[config.mk]
export PLATFORM = sky130hd
export DESIGN_NAME = button_debounce_edge_flat
export DESIGN_NICKNAME = d
export VERILOG_FILES = /design/src/rtl/button_debounce_edge_if.sv /design/src/rtl/button_debounce_edge.sv /design/src/flat_wrapper.sv
export SDC_FILE = /design/constraint.sdc
export NUM_CORES = 1
export LEC_CHECK = 0
export BUFFER_PORTS_ARGS = -buffer_cell sky130_fd_sc_hd__buf_2
export CAP_MARGIN = 20
export CORE_MARGIN = 8
export CORE_UTILIZATION = 29
export CTS_CLUSTER_DIAMETER = 100
export CTS_CLUSTER_SIZE = 40
export DETAILED_ROUTE_END_ITERATION = 6
export PLACE_DENSITY = 0.57
export SETUP_SLACK_MARGIN = 0.02
export SLEW_MARGIN = 20
export SYNTH_ARGS = -nofsm -noshare
export SYNTH_HDL_FRONTEND = slang
export SYNTH_SLANG_ARGS = --single-unit
[constraint.sdc]
create_clock -name clk -period 1.5 [get_ports clk]
set_input_delay 0.3 -clock clk [delete_from_list [all_inputs] [get_ports clk]]
set_output_delay 0.3 -clock clk [all_outputs]
set_load 0.05 [all_outputs]
[src/rtl/button_debounce_edge_if.sv]
// Signal bundle between a raw button source and the debouncer: raw input in,
// conditioned level, edge strobes, toggle, press counter and FSM state out.
interface button_debounce_edge_if #(
    parameter int COUNT_W = 8
);
    logic               btn_in;
    logic               db_out;
    logic               rise;
    logic               fall;
    logic               toggle_q;
    logic [COUNT_W-1:0] press_count;
    logic [1:0]         dbg_state;

    // All outputs are registered level/pulse signals; there is no handshake,
    // a strobe is valid for exactly the one cycle it is high.
    modport master (
        output btn_in,
        input  db_out, rise, fall, toggle_q, press_count, dbg_state
    );

    modport slave (
        input  btn_in,
        output db_out, rise, fall, toggle_q, press_count, dbg_state
    );
endinterface

[src/rtl/button_debounce_edge.sv]
// Button conditioner: 2-flop synchronizer, 4-state debounce FSM with a
// stability counter, and registered edge strobes, toggle and press counter.
module button_debounce_edge #(
    parameter int STABLE_CYCLES = 8,
    parameter int COUNT_W       = 8
) (
    input  logic                   clk,
    input  logic                   reset,
    button_debounce_edge_if.slave  bus
);
    localparam int CW = $clog2(STABLE_CYCLES + 1);
    localparam logic [CW-1:0] LAST = CW'(STABLE_CYCLES - 1);

    typedef enum logic [1:0] {
        LOW       = 2'd0,
        WAIT_HIGH = 2'd1,
        HIGH      = 2'd2,
        WAIT_LOW  = 2'd3
    } state_t;

    logic               r_s1;
    logic               r_s2;
    state_t             r_state;
    logic [CW-1:0]      r_cnt;
    logic               r_db;
    logic               r_rise;
    logic               r_fall;
    logic               r_tog;
    logic [COUNT_W-1:0] r_count;

    state_t             w_state_nxt;
    logic [CW-1:0]      w_cnt_nxt;
    logic               w_rise_nxt;
    logic               w_fall_nxt;
    logic               w_db_nxt;

    always_ff @(posedge clk or posedge reset) begin
        if (reset) begin
            r_s1 <= 1'b0;
            r_s2 <= 1'b0;
        end else begin
            r_s1 <= bus.btn_in;
            r_s2 <= r_s1;
        end
    end

    always_ff @(posedge clk or posedge reset) begin
        if (reset) begin
            r_state <= LOW;
            r_cnt   <= '0;
        end else begin
            r_state <= w_state_nxt;
            r_cnt   <= w_cnt_nxt;
        end
    end

    // cnt holds how many consecutive samples of the new level have been seen.
    always_comb begin
        w_state_nxt = r_state;
        w_cnt_nxt   = '0;
        w_rise_nxt  = 1'b0;
        w_fall_nxt  = 1'b0;
        case (r_state)
            LOW: begin
                if (r_s2) begin
                    w_state_nxt = WAIT_HIGH;
                    w_cnt_nxt   = CW'(1);
                end
            end
            WAIT_HIGH: begin
                if (!r_s2) begin
                    w_state_nxt = LOW;
                end else if (r_cnt == LAST) begin
                    w_state_nxt = HIGH;
                    w_rise_nxt  = 1'b1;
                end else begin
                    w_cnt_nxt   = r_cnt + CW'(1);
                end
            end
            HIGH: begin
                if (!r_s2) begin
                    w_state_nxt = WAIT_LOW;
                    w_cnt_nxt   = CW'(1);
                end
            end
            WAIT_LOW: begin
                if (r_s2) begin
                    w_state_nxt = HIGH;
                end else if (r_cnt == LAST) begin
                    w_state_nxt = LOW;
                    w_fall_nxt  = 1'b1;
                end else begin
                    w_cnt_nxt   = r_cnt + CW'(1);
                end
            end
            default: w_state_nxt = LOW;
        endcase
        w_db_nxt = (w_state_nxt == HIGH) || (w_state_nxt == WAIT_LOW);
    end

    always_ff @(posedge clk or posedge reset) begin
        if (reset) begin
            r_db    <= 1'b0;
            r_rise  <= 1'b0;
            r_fall  <= 1'b0;
            r_tog   <= 1'b0;
            r_count <= '0;
        end else begin
            r_db   <= w_db_nxt;
            r_rise <= w_rise_nxt;
            r_fall <= w_fall_nxt;
            if (w_rise_nxt) begin
                r_tog   <= ~r_tog;
                r_count <= r_count + COUNT_W'(1);
            end
        end
    end

    assign bus.db_out      = r_db;
    assign bus.rise        = r_rise;
    assign bus.fall        = r_fall;
    assign bus.toggle_q    = r_tog;
    assign bus.press_count = r_count;
    assign bus.dbg_state   = r_state;
endmodule

[src/flat_wrapper.sv]
// flat-port wrapper written by rule: the top's interface ports become plain ports
module button_debounce_edge_flat 
#(
    parameter int STABLE_CYCLES = 8,
    parameter int COUNT_W       = 8
)
  (clk, reset, bus_btn_in, bus_db_out, bus_rise, bus_fall, bus_toggle_q, bus_press_count, bus_dbg_state);
  button_debounce_edge_if #(.COUNT_W(COUNT_W)) bus_i ();
  input  logic clk;
  input  logic reset;
  input wire logic [$bits(bus_i.btn_in)-1:0] bus_btn_in;
  output wire logic [$bits(bus_i.db_out)-1:0] bus_db_out;
  output wire logic [$bits(bus_i.rise)-1:0] bus_rise;
  output wire logic [$bits(bus_i.fall)-1:0] bus_fall;
  output wire logic [$bits(bus_i.toggle_q)-1:0] bus_toggle_q;
  output wire logic [$bits(bus_i.press_count)-1:0] bus_press_count;
  output wire logic [$bits(bus_i.dbg_state)-1:0] bus_dbg_state;
  assign bus_i.btn_in = bus_btn_in;
  assign bus_db_out = bus_i.db_out;
  assign bus_rise = bus_i.rise;
  assign bus_fall = bus_i.fall;
  assign bus_toggle_q = bus_i.toggle_q;
  assign bus_press_count = bus_i.press_count;
  assign bus_dbg_state = bus_i.dbg_state;
  button_debounce_edge #(.STABLE_CYCLES(STABLE_CYCLES), .COUNT_W(COUNT_W)) u_core (.clk(clk), .reset(reset), .bus(bus_i));
endmodule
# Word level (Yosys, flattened, before mapping)
# Index checks and enable logic that the tools add are counted.
[word_totals] word_cells=38 out_inout_bits=14 inputBits=3 register_bits=20
[classes] muxes=18 bitwise=1 n_addsub=2 eq_ne=6 n_reduce_logical=2
[ops] op="one-hot mux 4 bit (4 select lines)" n=1
[ops] op="2-to-1 mux 2 bit" n=6
[ops] op="2-to-1 mux 4 bit" n=3
[ops] op="adder 8 x 1 -> 8 bit (second input constant)" n=1
[ops] op="equality test 2 bit (second input constant)" n=4
[ops] op="one-hot mux 2 bit (4 select lines)" n=1
[ops] op="2-to-1 mux 1 bit" n=7
[ops] op="adder 4 x 1 -> 4 bit (second input constant)" n=1
[ops] op="equality test 4 x 3 -> 1 bit (second input constant)" n=1
[ops] op="equality test 2 x 1 -> 1 bit (second input constant)" n=1
[ops] op="logical NOT 2 bit" n=1
[ops] op="logical OR 1 bit" n=1
[ops] op="inverter 1 bit" n=1

# Longest topological paths before layout
[depth] word_depth=6 mapped_depth=5 ltp_nobuf=4

# Worst setup path before layout
# Ideal clock, no wire load.
[synth_path] path_kind="flip-flop to flip-flop" from="register u_core.r_state[0], in the netlist u_core.bus.dbg_state[0]" to="register u_core.r_count[6], in the netlist u_core.bus.press_count[6]" path_buffers=1 setup_time_ps=82 arrival_ps=1465 t_required_ps=1418 path_stages_with_launch=5 path_slack_ps=-47 synth_period_minus_slack_ps=1547 path_cell_list="dfrtp_1 -> nand4b_1 -> buf_4 -> nor4_2 -> xor2_1"
[synth_between] elab_chain_cells=2
[synth_lines] item="start, declared" line="button_debounce_edge.sv:23" rtl="state_t r_state;"
[synth_lines] item="start signal, assigned" line="button_debounce_edge.sv:52" rtl="r_state <= w_state_nxt;"
[synth_lines] item="equality test 2 x 1 -> 1 bit" line="button_debounce_edge.sv:63" rtl="case (r_state)"
[synth_lines] item="2-to-1 mux 1 bit" line="button_debounce_edge.sv:63"
[synth_lines] item="end signal, assigned" line="button_debounce_edge.sv:114" rtl="r_count <= r_count + COUNT_W'(1);"
[synth_lines] item="end, declared" line="button_debounce_edge.sv:29" rtl="logic [COUNT_W-1:0] r_count;"
# No other way between the ends.
# A chain may end at the register's enable or synchronous reset.

# Worst setup path in the final report
[layout_path] from="register u_core.r_cnt[0]" to="register u_core.r_count[1], in the netlist u_core.bus.press_count[1]"
[layout_between] elab_chain_cells=4
[layout_lines] item="start, declared" line="button_debounce_edge.sv:24" rtl="logic [CW-1:0] r_cnt;"
[layout_lines] item="start signal, assigned" line="button_debounce_edge.sv:53" rtl="r_cnt <= w_cnt_nxt;"
[layout_lines] item="equality test 4 x 3 -> 1 bit" line="button_debounce_edge.sv:73" rtl="end else if (r_cnt == LAST) begin"
[layout_lines] item="2-to-1 mux 1 bit" line="button_debounce_edge.sv:73"
[layout_lines] item="2-to-1 mux 1 bit" line="button_debounce_edge.sv:71" rtl="if (!r_s2) begin"
[layout_lines] item="2-to-1 mux 1 bit" line="button_debounce_edge.sv:63"
[layout_lines] item="via u_core.w_rise_nxt" line="button_debounce_edge.sv:33" rtl="logic w_rise_nxt;"
# The timed path passes the listed nets, and every way through them passes these cells.

==> flow_summary.ini <==
[timing]
unrepaired_setup_endpoints_after_global_routing = yes
min_period_over_period = 0.947
clock.fmax_mhz = 704
drv_slew = 0
final_period_minus_worst_setup_slack_ns = 1.42
clock-skew-final_ns = 0.00212
total_negative_setup_slack_ns = 0
max_slew_margin = 0.810
setup-violations-final = 0
worstMarginPinSlew_ns = 0.285
hold_violation_total_from_the_final_report = 0

[clock_tree]
ctsRootBufferMaster = clkbuf_4
htree_levels = 1
number_of_sinks_handled_by_clock_tree_synthesis = 20
cts_buffers = 3
clk_latency_ns = 0.30
cts_tree = built
clock_tree.buffer_depth = 2
clk_transition_reported_paths_ns = 0.11

[critical_path]
worstPathCellList = ha_2 > nand4b_1 > buf_6 > nor2_4 > mux2_4
worst_path_dominant_cell_family = flip-flops
cp_max_fo = 6
critical_path.max_stage_delay_ns = 0.37
worstSetupPathType = flip-flop to flip-flop
worst_setup_path_start_kind = flip-flop
critical_path_required_ns = 1.69
path_buf_inv = 1
worst_ep_arrival_time_ns = 1.61
slowest_stage = dfrtp_1
worstSetupEndpointType = flip-flop

[die]
chipHeight_um = 69.0
dieWidth_um = 69.0
rows = 19
start_util = 0.301
core_region_area_um2 = 2710
design.portCount = 17
die_area_um2 = 4770

[placed_design]
place_congestion = 0.761
place_hpwl_um = 1100
port_buffers = 16

[logic_synthesis]
post_synth_and_or_nand_nor_area_fraction = 0.167
synth.top_cell.area_share = 0.613
post_synth_fa_ha_maj_area_fraction = 0.0307
ys.warnings.count = 0
synth.ff_latch_count = 20
synth_edf_count = 0
yosys.cell_types.count = 23
mux_share_of_post_synthesis_cell_area = 0.0537
postSynth.asyncResetShare = 1.00
synthesized_area_fraction_occupied_by_ao_oa_aoi_and_oai_cells = 0.00920
synth_area_leader_cell = dfrtp_1
mappedNetlistNets = 68
synth_xor_area_frac = 0.107
syn-instance-count = 63
synthesis.area_um2 = 816
combinational_family_with_the_most_area_after_synthesis = simple AND/OR/NAND/NOR gates
top_area_cells_in_the_synthesized_netlist = dfrtp_1 61%, xor2_1 9.7%, ha_1 3.1%, nor4_2 3.1%, mux2_2 2.8%
synth_sequential_area_ratio = 0.613
netlist_top_cells_count = 20 x dfrtp_1, 9 x xor2_1, 4 x nand2_1, 4 x nor3_1, 3 x nor2_1
synthesis.area_per_instance_um2 = 12.9
ys_dominant_reg_cell = dfrtp_1
synthMostInstantiatedCell = dfrtp_1

[drt]
routed_wl_um = 1600
drc_errors_left = 0
detail_route.vias_per_cell = 4.66
count_of_routing_violations_after_the_opening_detailed_route_iteration = 12
ant_nets = 0
num_vias = 550
average_routed_wire_per_standard_cell_um = 13.6
first_pass_iters = 2

[global_route]
via_count_of_the_first_global_routing_pass = 544
grt_antenna_before_repair = 0
grtUsageTotal = 0.0656
grt_pass1_wl_um = 2610
grt_max_degree = 21
globalRouteOverflowTotal = 0

[power]
max-vdd-ir-drop_mv = 0.604
leakage_power_figure_nw = 0.591
power.density_cell_area_nw_per_um2 = 871

[min_path]
timing.hold.worst.class = input port to async pin

[cells_and_area]
fillers = 283
syn_to_final_growth_pct = 27.8
antenna-diode-count = 0
layout-drive-gt1-share = 0.402
utilization = 0.385
nets = 93

[outcome]
status = completed

[flow_run]
maximum_capacitance_violations = 0
==> layer usage <==
metal / part of all wire / vias to the layer above / track usage
li1: - / 261 / -
met5: 0 / - / 0
met3: 0.071 / 2 / 0.0401
met2: 0.51 / 13 / 0.103
met4: 0.0037 / 0 / 0.0137
met1: 0.41 / 274 / 0.0735
==> placed cells by master (no fill, tap or decap), types with 2 or more instances in the layout <==
| master | instances |
|---|---|
| buf_4 | 3 |
| nor3_2 | 2 |
| dfrtp_1 | 19 |
| inv_1 | 2 |
| nor4_4 | 2 |
| xor2_1 | 9 |
| clkbuf_4 | 3 |
| buf_2 | 17 |
| nor3_1 | 2 |
| mux2_2 | 2 |
| nand2_1 | 4 |
| nor2_1 | 3 |
| nand3_1 | 2 |
==> timing repair <==
action,CTS,global route
setup endpoints to repair,0,8
gates resized for setup,0,9
hold buffers,0,0
endpoints found under the hold margin,0,0
buffers inserted,0,1
==> metrics by stage <==
| stage | instances | instance area, um^2 | total power, mW | hold WS (ns) | setup slack (ns) |
|---|---|---|---|---|---|
| final | 118 | 1040 | 0.908 | 0.00227 | 0.0794 |
| after global routing | 118 | 1040 | 0.958 | 0.00968 | 0.0108 |
| after CTS | 116 | 987 | 0.924 | 0.000800 | 0.0233 |
| after detailed placement | 112 | 951 | 0.608 | 0.340 | 0.0519 |
| after global placement | 112 | 951 | 0.607 | 0.335 | 0.0967 |
| after floorplan | 63 | 817 | 0.593 | 0.264 | 0.0260 |
==> sequential cells by signal (all words and copies together) (netlist names) <==
name,count
u_core.bus.toggle_q,1
u_core.r_cnt,4
u_core.bus.press_count,8
u_core.r_s1,1
u_core.bus.dbg_state,2
u_core.bus.rise,1
u_core.r_s2,1
u_core.bus.fall,1
u_core.bus.db_out,1
==> cell type report <==
type	instances	area (um^2)	share of cell area
sequential	20	502	0.481
multi-input combinational	40	339	0.325
timing repair buffer	21	119	0.114
tap	31	38.8	0.0372
clock buffer	4	36.3	0.0348
inverter	2	7.51	0.00720
==> path summary, 6_finish.rpt <==
check | start | end | slack (ns) | cells past startpoint
worst max-delay path | u_core.r_cnt[0] | u_core.bus.press_count[1] | 0.08 | 5
min in group clk | bus_btn_in | u_core.r_s1 | 0.10 | 1
max in group asynchronous | reset | u_core.bus.dbg_state[0] | 1.27 | 3
worst min register to register | u_core.r_s1 | u_core.r_s2 | 0.36 | 0
worst min-delay path | reset | u_core.bus.press_count[5] | 0.002 | 3
worst max register to register | u_core.r_cnt[0] | u_core.bus.press_count[1] | 0.08 | 5
==> power by group <==
part / internal [mW] / switching [mW]
logic: 0.0146 / 0.0303
registers: 0.548 / 0.00792
clock network: 0.148 / 0.159
total: 0.711 / 0.197
==> worst reg2reg max path, stage by stage (launching register included) <==
cell and delay, ns:
dfrtp_1 0.37, ha_2 0.20, nand4b_1 0.15, buf_6 0.18, nor2_4 0.10, mux2_4 0.31
==> kinds of logic after synthesis <==
family	after synthesis
and+or+nand+nor	23
DFF	20
xor gates and xnor gates	10
muxes	4
buffers and inverters	3
adders and majority gates	2
AOI/OAI and AO/OA	1
(Power assumes the default switching activity.)
